<file path="config.mk">
export PLATFORM = sky130hd
export DESIGN_NAME = elastic_pipe
export DESIGN_NICKNAME = d
export VERILOG_FILES = /design/src/rtl/elastic_pipe_pkg.sv /design/src/rtl/elastic_pipe.sv
export SDC_FILE = /design/constraint.sdc
export NUM_CORES = 1
export LEC_CHECK = 0
export ABC_AREA = 0
export CAP_MARGIN = 40
export CELL_PAD_IN_SITES_DETAIL_PLACEMENT = 1
export CELL_PAD_IN_SITES_GLOBAL_PLACEMENT = 2
export CORE_MARGIN = 4
export CORE_UTILIZATION = 17
export CTS_CLUSTER_SIZE = 8
export DETAILED_ROUTE_END_ITERATION = 7
export PLACE_DENSITY = 0.82
export SETUP_SLACK_MARGIN = 0.1
export SYNTH_ARGS = -nofsm -noshare
export SYNTH_HDL_FRONTEND = slang
export SYNTH_SLANG_ARGS = --single-unit
</file>
<file path="constraint.sdc">
create_clock -name clk_i -period 1.4 [get_ports clk_i]
set_input_delay 0.42 -clock clk_i [delete_from_list [all_inputs] [get_ports clk_i]]
set_output_delay 0.42 -clock clk_i [all_outputs]
set_load 0.01 [all_outputs]
</file>
<file path="src/rtl/elastic_pipe_pkg.sv">
// Shared helpers for elastic_pipe: occupancy width, stall counter width and the
// pointer wrap helper used by the circular store.
package elastic_pipe_pkg;

    localparam int unsigned StallCntW = 32;

    function automatic int unsigned usage_w(input int unsigned depth);
        return $clog2(depth + 1);
    endfunction

    // Explicit wrap at depth-1 so non-power-of-two depths index correctly.
    function automatic int unsigned ptr_inc(input int unsigned ptr, input int unsigned depth);
        return (ptr >= depth - 1) ? 32'd0 : ptr + 32'd1;
    endfunction

endpackage

</file>
<file path="src/rtl/elastic_pipe.sv">
// Elastic valid/ready buffer: Depth-entry circular store, optional fall-through,
// selectable ready-path cut, synchronous flush. Optional stall counter: ELASTIC_PIPE_STALL_CNT_EN.
module elastic_pipe
    import elastic_pipe_pkg::*;
#(
    parameter type         T        = logic,
    parameter int unsigned Depth    = 2,
    parameter logic        Bypass   = 1'b0,
    parameter logic        CutReady = 1'b1,
    localparam int unsigned UsageW  = usage_w(Depth)
) (
    input  logic                 clk_i,
    input  logic                 rst_ni,
    input  logic                 flush_i,
    input  logic                 vld_i,
    output logic                 rdy_o,
    input  T                     data_i,
    output logic                 vld_o,
    input  logic                 rdy_i,
    output T                     data_o,
    output logic [UsageW-1:0]    usage_o,
    output logic [StallCntW-1:0] stall_cnt_o
);

    localparam int unsigned PtrW = (Depth > 1) ? $clog2(Depth) : 1;

    if (Depth < 1) begin : g_bad_depth
        $error("elastic_pipe: Depth must be >= 1");
    end

    T                  mem [Depth];
    logic [PtrW-1:0]   wr_ptr;
    logic [PtrW-1:0]   rd_ptr;
    logic [UsageW-1:0] count;
    logic [UsageW-1:0] count_d;

    logic empty;
    logic full;
    logic byp_active;
    logic push;
    logic pop;
    logic wr_en;
    logic rd_adv;

    assign empty      = (count == '0);
    assign full       = (count == UsageW'(Depth));
    assign byp_active = Bypass && empty;

    assign rdy_o  = !flush_i && (CutReady ? !full : (!full || rdy_i));
    assign vld_o  = !flush_i && (byp_active ? vld_i : !empty);
    assign data_o = byp_active ? data_i : mem[rd_ptr];

    assign push = vld_i && rdy_o;
    assign pop  = vld_o && rdy_i;

    // A fall-through pop consumes the input beat directly, so neither the
    // store nor the read pointer is touched in that case.
    assign wr_en  = push && !(byp_active && pop);
    assign rd_adv = pop && !byp_active;

    always_comb begin
        count_d = count;
        if (wr_en && !rd_adv) begin
            count_d = count + UsageW'(1);
        end else if (!wr_en && rd_adv) begin
            count_d = count - UsageW'(1);
        end
    end

    always_ff @(posedge clk_i or negedge rst_ni) begin
        if (!rst_ni) begin
            mem <= '{default: '0};
        end else if (wr_en) begin
            mem[wr_ptr] <= data_i;
        end
    end

    always_ff @(posedge clk_i or negedge rst_ni) begin
        if (!rst_ni) begin
            wr_ptr <= '0;
            rd_ptr <= '0;
            count  <= '0;
        end else if (flush_i) begin
            wr_ptr <= '0;
            rd_ptr <= '0;
            count  <= '0;
        end else begin
            if (wr_en) begin
                wr_ptr <= PtrW'(ptr_inc(32'(wr_ptr), Depth));
            end
            if (rd_adv) begin
                rd_ptr <= PtrW'(ptr_inc(32'(rd_ptr), Depth));
            end
            count <= count_d;
        end
    end

    assign usage_o = count;

`ifdef ELASTIC_PIPE_STALL_CNT_EN
    logic [StallCntW-1:0] stall_cnt;

    always_ff @(posedge clk_i or negedge rst_ni) begin
        if (!rst_ni) begin
            stall_cnt <= '0;
        end else if (vld_o && !rdy_i && !flush_i && (stall_cnt != '1)) begin
            stall_cnt <= stall_cnt + StallCntW'(1);
        end
    end

    assign stall_cnt_o = stall_cnt;
`else
    assign stall_cnt_o = '0;
`endif

endmodule

</file>
==> report_table.html <==
<table>
<tr><th>Metric</th><th>Value</th></tr>
<tr><th colspan="2">Synthesis</th></tr>
<tr><td>Leading register cell type out of synthesis</td><td>dfrtp_1</td></tr>
<tr><td>Unique cell type count in the Yosys netlist</td><td>22</td></tr>
<tr><td>Yosys warns</td><td>0</td></tr>
<tr><td>Cell with the most instances after synthesis</td><td>buf_4</td></tr>
<tr><td>Yosys top cell by area</td><td>buf_4</td></tr>
<tr><td>Fraction of post-synthesis cell area in the top cell type by area</td><td>41.5%</td></tr>
<tr><td>Mapped Avg Cell Area</td><td>8.78 um^2</td></tr>
<tr><td>Netlist area before placement</td><td>579 um^2</td></tr>
<tr><td>Cell count after synthesis</td><td>66</td></tr>
<tr><td>Most used standard cells in the synthesized netlist</td><td>buf_4 (32), dfrtp_1 (6), a21oi_1 (4), nor2_1 (4), mux2_1 (3)</td></tr>
<tr><td>Synthesis-stage register bit count</td><td>6</td></tr>
<tr><td>Async set or reset register ratio after synthesis</td><td>100%</td></tr>
<tr><td>Area contributors post-synth</td><td>buf_4 (41%), dfrtp_1 (26%), mux2_1 (5.8%)</td></tr>
<tr><td>Post-synthesis sequential area ratio</td><td>25.9%</td></tr>
<tr><td>Number of synthesized flops with an enable pin</td><td>0</td></tr>
<tr><th colspan="2">Layout</th></tr>
<tr><td>Sequential cell area</td><td>153 um^2</td></tr>
<tr><td>Multi-input gate area</td><td>350 um^2</td></tr>
<tr><td># diodes</td><td>0</td></tr>
<tr><td>Utilization after layout</td><td>26.0%</td></tr>
<tr><td>Share of layout cells above drive strength 1</td><td>40.4%</td></tr>
<tr><td>Layout Cells excl Fill</td><td>138</td></tr>
<tr><td># nets final</td><td>102</td></tr>
<tr><td>Post-route cell area</td><td>821 um^2</td></tr>
<tr><td>Count of fill cells added during filler insertion</td><td>401</td></tr>
<tr><td>Layout overhead on the synthesized area</td><td>41.7%</td></tr>
<tr><th colspan="2">Place</th></tr>
<tr><td>Global placer's final weighted congestion</td><td>0.714</td></tr>
<tr><td>Port bufs</td><td>10</td></tr>
<tr><td>Post-Place Cells</td><td>127</td></tr>
<tr><td>Post-detailed-placement cell area</td><td>673 um^2</td></tr>
<tr><td>DP Wirelength</td><td>1000 um</td></tr>
<tr><th colspan="2">Setup path</th></tr>
<tr><td>Start-to-end type of the worst setup path</td><td>register to output port</td></tr>
<tr><td>Critical Path Fanout Max</td><td>2</td></tr>
<tr><td>Required @ worst endpoint</td><td>980 ps</td></tr>
<tr><td>Crit start category</td><td>register</td></tr>
<tr><td>Arrival time reported for the critical path endpoint</td><td>1070 ps</td></tr>
<tr><td>Count of buffer and inverter cells on the critical path</td><td>1</td></tr>
<tr><td>Setup crit end kind</td><td>output port</td></tr>
<tr><td>Worst path max stage delay</td><td>380 ps</td></tr>
<tr><td>Cell family contributing the most delay on the critical path</td><td>flip-flops</td></tr>
<tr><td>Slowest-stage cell, CP</td><td>dfrtp_1</td></tr>
<tr><td>Cell chain of the critical path</td><td>mux2_4, buf_6</td></tr>
<tr><th colspan="2">Run status</th></tr>
<tr><td>Outcome</td><td>finished, violations left</td></tr>
<tr><td>Violations in the final reports</td><td>setup timing</td></tr>
<tr><th colspan="2">Power and ir drop</th></tr>
<tr><td>Static leakage</td><td>0.413 nW</td></tr>
<tr><td>Worst-case vdd ir drop</td><td>0.268 mV</td></tr>
<tr><td>Power density over the cells</td><td>754 nW/um^2</td></tr>
<tr><td>Total design power</td><td>approximately 0.62 mW</td></tr>
<tr><th colspan="2">Routing</th></tr>
<tr><td>DRT Pass-1 Iters</td><td>3</td></tr>
<tr><td>Average via count per standard cell</td><td>3.24</td></tr>
<tr><td>Post-detailed-route DRC marker count</td><td>0</td></tr>
<tr><td>Via count of the routed design</td><td>around 450</td></tr>
<tr><td>Detailed-route wire length per cell</td><td>9.60 um</td></tr>
<tr><td>Routed WL</td><td>1330 um</td></tr>
<tr><td>Number of DRC markers after the initial detailed-route iteration</td><td>3</td></tr>
<tr><td>DRT antenna net count</td><td>0</td></tr>
<tr><th colspan="2">Global routing</th></tr>
<tr><td>Maximum number of pins on one net before global-route repair</td><td>7</td></tr>
<tr><td>Number of global-route vias before repair</td><td>approximately 450</td></tr>
<tr><td>Total routing resource utilization after global routing</td><td>6.36%</td></tr>
<tr><td>Grt ovf</td><td>0</td></tr>
<tr><td>Initial antenna violation count</td><td>0</td></tr>
<tr><td>First-pass GRT wire length</td><td>2010 um</td></tr>
<tr><th colspan="2">Clock network</th></tr>
<tr><td>Htree depth</td><td>1</td></tr>
<tr><td>Clock transition at the registers of the reported paths</td><td>around 50 ps</td></tr>
<tr><td>CTS sink count</td><td>6</td></tr>
<tr><td>Maximum root-to-sink buffer count</td><td>2</td></tr>
<tr><td>Hold-fix buffer count after cts</td><td>0</td></tr>
<tr><td>Clk_lat worst skew</td><td>between 200 and 300 ps</td></tr>
<tr><td>Clock tree from TritonCTS</td><td>built</td></tr>
<tr><td>Root Driver</td><td>clkbuf_4</td></tr>
<tr><td>Cts bufs inserted</td><td>3</td></tr>
<tr><th colspan="2">Timing</th></tr>
<tr><td>Max-slew violations</td><td>0</td></tr>
<tr><td>Fin Clk Skew</td><td>about 9 ps</td></tr>
<tr><td>Tcrit/Tclk final</td><td>106%</td></tr>
<tr><td>Maximum operating frequency</td><td>672 MHz</td></tr>
<tr><td>Shortest period the worst path allows</td><td>roughly 1500 ps</td></tr>
<tr><td>Setup repair after global routing missed its margin</td><td>yes</td></tr>
<tr><td>Final hold violation count</td><td>0</td></tr>
<tr><td>Final setup vio count</td><td>5</td></tr>
<tr><td>Smallest setup slack after layout</td><td>-88.2 ps</td></tr>
<tr><th colspan="2">Die</th></tr>
<tr><td>Starting utilization of the core area</td><td>18.4%</td></tr>
<tr><td>Width of the die</td><td>66.4 um</td></tr>
<tr><td>Die area</td><td>about 4400 um^2</td></tr>
<tr><td>Chip Height</td><td>66.4 um</td></tr>
<tr><td>Core Area</td><td>3150 um^2</td></tr>
<tr><td>IO Pins</td><td>43</td></tr>
<tr><td># rows</td><td>20</td></tr>
<tr><th colspan="2">Worst hold path</th></tr>
<tr><td>Class of the worst hold path</td><td>primary input to async pin</td></tr>
<tr><th colspan="2">Flow run</th></tr>
<tr><td>Number of maximum-capacitance violations</td><td>0</td></tr>
</table>
[final cells by class]
| class | instances | share of cell area, % |
|---|---|---|
| multi-input cells | 57 | 42.7 |
| repair buffers | 27 | 28.8 |
| flip-flops and latches | 6 | 18.6 |
| well taps | 44 | 6.71 |
| clock buffers | 3 | 2.74 |
| inverters | 1 | 0.457 |
[stage by stage]
| step | worst slack [ps] | TNS, ps | hold slack [ps] |
|---|---|---|---|
| after floorplan | 150 | 0 | 124 |
| after global placement | -586 | -2630 | 462 |
| after detailed placement | -588 | -2740 | 469 |
| after CTS | -103 | -503 | 404 |
| after global routing | -131 | -562 | 431 |
| final | -88.2 | -379 | 404 |
[placed cells by master (no fill, tap or decap), types with 2 or more instances in the layout]
cell type and instances:
dfrtp_1 4, buf_6 7, clkbuf_4 3, nor2_1 3, buf_4 13, dfrtp_2 2
a21oi_2 2, mux2_4 3, conb_1 32, clkdlybuf4s50_1 2, buf_2 2, dlygate4sd2_1 2
a21oi_1 2
[sequential cells by signal (all words and copies together) (netlist names)]
signal	count
mem	2
usage_o	2
rd_ptr	1
wr_ptr	1
[timing repair]
action                                  in CTS  in global routing
resized for setup                           40                  5
buffers inserted                             7                  2
endpoints found under the setup margin       8                  9
pin swaps                                    5                  5
[metal layers]
layer | GRT usage [%] | part of all wire [%] | up-vias
li1 | - | - | 208
met1 | 6.38 | 34 | 209
met2 | 10.8 | 53 | 27
met3 | 1.70 | 10 | 3
met4 | 5.33 | 2.8 | 0
met5 | 0 | 0 | -
[kinds of logic after synthesis]
group | share of synthesized area [%]
AO/OA/AOI/OAI | 7.77
XOR/XNOR | 1.51
buffers and inverters | 43.0
flip-flops | 25.9
multiplexers | 7.56
other | 0.647
AND/OR/NAND/NOR | 13.6
[power breakdown]
part	internal (mW)	total [mW]	switching (mW)	leakage, nW
sequential	0.197	0.213	0.0154	0.0739
combinational	0.123	0.237	0.113	0.325
clock	0.0975	0.169	0.0715	0.0138
[final timing paths]
kind | startpoint | end | slack (ps) | depth (start not counted)
worst max-delay path | rd_ptr | data_o | -90 | 2
worst min-delay path | rst_ni | rd_ptr | 400 | 1
worst max register to register | usage_o[0] | mem[0] | -70 | 6
worst min register to register | mem[1] | mem[1] | 510 | 1
max in group asynchronous | rst_ni | usage_o[0] | 760 | 1
min in group clk_i | mem[1] | mem[1] | 510 | 1
Note: power is estimated with default switching activity, not from simulation.
